<file path="config.mk">
export PLATFORM = sky130hd
export DESIGN_NAME = settle_timer
export DESIGN_NICKNAME = d
export VERILOG_FILES = /design/src/rtl/sweep_pkg.sv /design/src/rtl/sweep_response_checker_settle_timer.sv
export SDC_FILE = /design/constraint.sdc
export NUM_CORES = 1
export LEC_CHECK = 0
export ABC_AREA = 1
export BUFFER_PORTS_ARGS = -buffer_cell sky130_fd_sc_hd__buf_2
export CORE_AREA = 2 2 39 41
export CTS_CLUSTER_SIZE = 28
export DETAILED_ROUTE_END_ITERATION = 12
export DIE_AREA = 0 0 41 43
export MAX_ROUTING_LAYER = met4
export PLACE_DENSITY = 0.37
export SYNTH_ARGS = -nofsm -noshare
export SYNTH_HDL_FRONTEND = slang
export SYNTH_SLANG_ARGS = --single-unit
</file>
<file path="constraint.sdc">
create_clock -name clk -period 1.57 [get_ports clk]
set_input_delay 0.0785 -clock clk [delete_from_list [all_inputs] [get_ports clk]]
set_output_delay 0.0785 -clock clk [all_outputs]
set_load 0.05 [all_outputs]
</file>
<file path="src/rtl/sweep_pkg.sv">
// Shared types and defaults for the sweep response checker.
package sweep_pkg;
  typedef enum logic [1:0] {
    IDLE   = 2'd0,
    DRIVE  = 2'd1,
    SAMPLE = 2'd2,
    FINISH = 2'd3
  } state_t;

  localparam int DEF_N_IN          = 5;
  localparam int DEF_SETTLE_CYCLES = 2;
  // Settle counter width; covers the legal 0..15 settle range.
  localparam int SETTLE_W          = 4;
endpackage

</file>
<file path="src/rtl/sweep_response_checker_settle_timer.sv">
// Settle timer: load a cycle count, count down, pulse expire on the last cycle.
module settle_timer
  import sweep_pkg::*;
#(
  parameter int W = SETTLE_W
) (
  input  logic         clk,
  input  logic         rst,
  input  logic         load,
  input  logic [W-1:0] cycles,
  output logic         expire
);
  logic [W-1:0] cnt;

  // Counter holds the remaining wait cycles, including the current one.
  always_ff @(posedge clk) begin
    if (rst)             cnt <= '0;
    else if (load)       cnt <= cycles;
    else if (cnt != '0)  cnt <= cnt - W'(1);
  end

  // Expire during the final counted cycle so the consumer can leave on the next edge.
  always_comb begin
    expire = (cnt == W'(1));
  end
endmodule

</file>
# --- Word-level counts from Yosys, hierarchy flattened ---
# Cells that the tools add are included.
totals:
  regBits: 4
  inputBits: 7
  out_inout_bits: 1
op_classes:
  n_addsub: 1
  eq_ne: 1
  muxes: 2
  n_reduce_logical: 2
op_table:
  columns: ["op", "count"]
  rows:
  - ["4-bit two-way mux", 2]
  - ["4-bit by 1-bit == test with 1-bit output (second input constant)", 1]
  - ["4-bit nonzero test", 1]
  - ["4-bit by 1-bit subtractor with 4-bit output (second input constant)", 1]
  - ["2-bit nonzero test", 1]

# --- Logic depth before layout (Yosys ltp) ---
logic_depth:
  depth_word: 3
  depth_mapped: 7

# --- Least setup slack after synthesis ---
# OpenSTA, ideal clock, no wires.
synth_path:
  path_type: "register -> output"
  startpoint: "register cnt[1]"
  endpoint: "output port expire"
  t_arrival_ns: 1.664
  t_required_ns: 1.492
  slack_ns: -0.173
  path_stages_with_launch: 4
  n_path_buf: 0
  cell_sequence: "dfxtp_1 inv_1 ha_1 nor3b_1"
synth_between:
  elab_chain_len: 1
synth_lines:
  columns: ["item", "line", "rtl"]
  rows:
  - ["from (decl)", "sweep_response_checker_settle_timer.sv:13", "logic [W-1:0] cnt;"]
  - ["from (signal assigned)", "sweep_response_checker_settle_timer.sv:18", "else if (load) cnt <= cycles;"]
  - ["from (signal assigned)", "sweep_response_checker_settle_timer.sv:19", "else if (cnt != '0) cnt <= cnt - W'(1);"]
  - ["4-bit by 1-bit == test with 1-bit output", "sweep_response_checker_settle_timer.sv:24", "expire = (cnt == W'(1));"]
  - ["to (decl)", "sweep_response_checker_settle_timer.sv:11", "output logic expire"]
# Every way passes these cells.

# --- Worst setup path after layout ---
# Same ends and word-level chain as after synthesis.

==> implementation parameters <==
Parameter                              Value

Finish
  Non-filler instance count after layout    67
  Number of nets in the final layout    63
  Number of flip-flops under the largest register name    4
  Largest registers in the final layout    cnt: 4 flops
  Inserted Diodes    0
  Share of cells above drive strength 1    27.5%
  Area growth, synth to finish    29.9%
  Register with the highest flop count    cnt
  Number of fill cells in the layout    158

STA
  Final-layout setup total negative slack    0 ns
  Slew margin rel.    83.6%
  Maximum clock rate    797 MHz
  Final critical-path share of the clock period    80.0%
  Unrepaired setup endpoints after global routing    false
  Hold WS    0.0425 ns
  Number of endpoints with negative hold slack in the final report    0
  Final setup viols    0
  Transition at the pin with the smallest max-transition slack    0.248 ns
  Final critical-path required period    1.26 ns
  Pins Over Slew Limit    0
  Worst clock skew    0.00173 ns

Clock network
  Cts-stage hold buffer count    0
  TritonCTS buffer count    3
  Number of levels the H-tree was split into    1
  Count of clock tree sinks    4
  Post-cts resize count    0
  Post-CTS setup repair buffer count    0
  TritonCTS clock tree    built
  Maximum clock path buffer count    2
  CTS root buf    clkbuf_4
  Worst-skew pair later-pin latency    0.23 ns
  CTS clock-pin slew for the worst setup and hold paths    0.04 ns

Detailed routing
  Via count    279
  Number of vias per cell    4.16
  Initial DRC Count    5
  Remaining antenna violation count after routing    0
  Mean routed wirelength per cell    8.70 um
  Remaining routing DRC violations    0
  Wire length reported by the detailed router    583 um
  Iteration count of the initial detailed-routing pass    2

Place
  Post-Place Cells    64
  Buffers on Ports    7
  Half-perimeter wire length of the detailed placement result    470 um
  Routability Congestion    0.716

Yosys
  Register bit count reported by yosys    4
  Area share of the largest cell type after synthesis    29.0%
  Count of flip-flops with a built-in enable after synthesis    0
  Async SR Flop Fraction    0%
  Cell Area, Synth    277 um2
  Mean area per synthesized cell    6.74 um2
  Commonest cells post-synth    8 x nand2_1, 6 x inv_1, 4 x dfxtp_1, 4 x nor2_1
  Net count of the mapped netlist    51
  Most frequently used flop master after synthesis    dfxtp_1
  Count leader, synth    nand2_1
  Post-synth cell types    14
  Post-Syn Instances    41
  Sequential-to-total area share from yosys stat    29.0%
  Count of synthesis-stage warnings from yosys    0
  Cell types with the largest area share after synthesis    dfxtp_1 29%, ha_1 14%, nand2_1 11%
  Largest area contributor in the netlist    dfxtp_1

Worst setup path
  Data arrival time of the worst path    1.18 ns
  Worst flop-to-flop path startpoint    cnt[0]$_SDFFE_PP0P_
  R2r worst-path depth    5
  Maximum fanout count along the critical path    3
  Critical Path End Type    output pin
  Endpoint of the lowest-slack register-to-register path    cnt[1]$_SDFFE_PP0P_
  Register-to-register setup slack    0.42 ns
  Category of the worst setup path launch point    register
  Worst Setup SP    cnt[1]$_SDFFE_PP0P_
  Required time at the endpoint of the critical path    1.49 ns
  Category of the critical setup timing path    register to output pin
  Capture point of the critical path    expire

Power and ir drop
  Power dissipated by switching net loads    120 uW
  Internal Dissipation    242 uW
  Pwr/cell area    1010 nW/um2
  Post-route total power    362 uW
  Maximum VDD drop    0.000439 V
  Register share of total power    35.7%
  Standby leakage power    0.000180 uW
  Clock power share    35.4%
  Switching share of power    33.2%
  Combinational share of power    28.9%

GRT
  Total routing usage reported by global routing    9.37%
  Wire length of the first global-routing pass    1050 um
  Total grt overflow    0
  Number of global-route vias before repair    263
  Largest net degree at the start of global routing    8
  Number of antenna violations at the first check in global routing    0

Floorplan
  Initial Utilization    20.0%
  Count of pins on the block boundary    8
  Die area    1760 um2
  Chip Width    41 um
  Standard cell core area    1380 um2
  Row count    14
  Height of the die    43 um

Min path
  Worst min-delay path category    input pin to register

Flow run
  Count of max-cap constraint violations    0

Run status
  Result of the run    completed
==> worst max-delay path, stage by stage, from the launching register on <==
cell     delay, ns
dfxtp_1       0.31
inv_1         0.09
ha_1          0.14
nor3b_2       0.13
buf_2         0.27
==> power groups by stage <==
| stage | combinational, uW | clock (uW) | sequential (uW) |
|---|---|---|---|
| 6_report | 105 | 128 | 129 |
| 5_1_grt | 122 | 141 | 132 |
| 4_1_cts | 105 | 130 | 130 |
| 3_5_place_dp | 105 | 0 | 131 |
| 3_3_place_gp | 106 | 0 | 133 |
| 2_1_floorplan | 79.7 | 0 | 128 |
==> worst min path at each step <==
stage	start	to	slack, ns	cells past startpoint
3_3_place_gp	rst	cnt[1]$_SDFFE_PP0P_	0.28	2
5_1_grt	rst	cnt[1]$_SDFFE_PP0P_	0.04	2
6_report	rst	cnt[1]$_SDFFE_PP0P_	0.04	2
3_5_place_dp	rst	cnt[1]$_SDFFE_PP0P_	0.28	2
2_1_floorplan	rst	cnt[0]$_SDFFE_PP0P_	0.15	1
4_1_cts	rst	cnt[1]$_SDFFE_PP0P_	0.04	2
==> area by class of cell <==
cell class                      instances  area, um2  area share, %
Inverter                                7       26.3           7.32
Clock buffer                            3       22.5           6.27
Tap cell                               16       20.0           5.57
Multi-Input combinational cell         30        175           48.8
Timing Repair Buffer                    7       35.0           9.76
Sequential cell                         4       80.1           22.3
==> cells by family after synthesis <==
family,after synthesis,synth area share [%]
fa+ha+maj,3,13.6
buf+inv,7,9.50
simple gates,21,37.1
compound gates,6,10.9
flops,4,29.0
==> metrics by stage <==
| step | util, % | setup WS, ns | cell area (um2) |
|---|---|---|---|
| 6_report | 25.9 | 0.315 | 359 |
| 5_1_grt | 25.9 | 0.250 | 359 |
| 4_1_cts | 25.9 | 0.294 | 359 |
| 3_5_place_dp | 24.3 | 0.410 | 337 |
| 3_3_place_gp | 24.3 | 0.405 | 337 |
| 2_1_floorplan | - | 0.328 | 282 |
==> layout by cell type (no fill, tap or decap) <==
| cell type | synthesis | final |
|---|---|---|
| o21ai_0 | 3 | 3 |
| nor2_1 | 4 | 4 |
| nand3_2 | 1 | 1 |
| clkbuf_4 | 0 | 3 |
| nand2_1 | 8 | 8 |
| inv_2 | 1 | 1 |
| a21oi_1 | 3 | 3 |
| nor3b_2 | 0 | 1 |
| buf_2 | 0 | 7 |
| ha_1 | 3 | 3 |
| inv_1 | 6 | 6 |
| or2_0 | 1 | 1 |
| nor2_2 | 1 | 1 |
| nand3_1 | 3 | 3 |
| nand4_1 | 2 | 2 |
| dfxtp_1 | 4 | 4 |
==> layer usage <==
layer / share of wire (%) / routed length, um / global-route usage [%]
met1: 50 / 292 / 11.0
met2: 47 / 276 / 12.2
met3: 2.6 / 15 / 3.14
met4: 0 / 0 / 8.00
met5: 0 / 0 / -
Note: power is estimated with default switching activity, not from simulation.
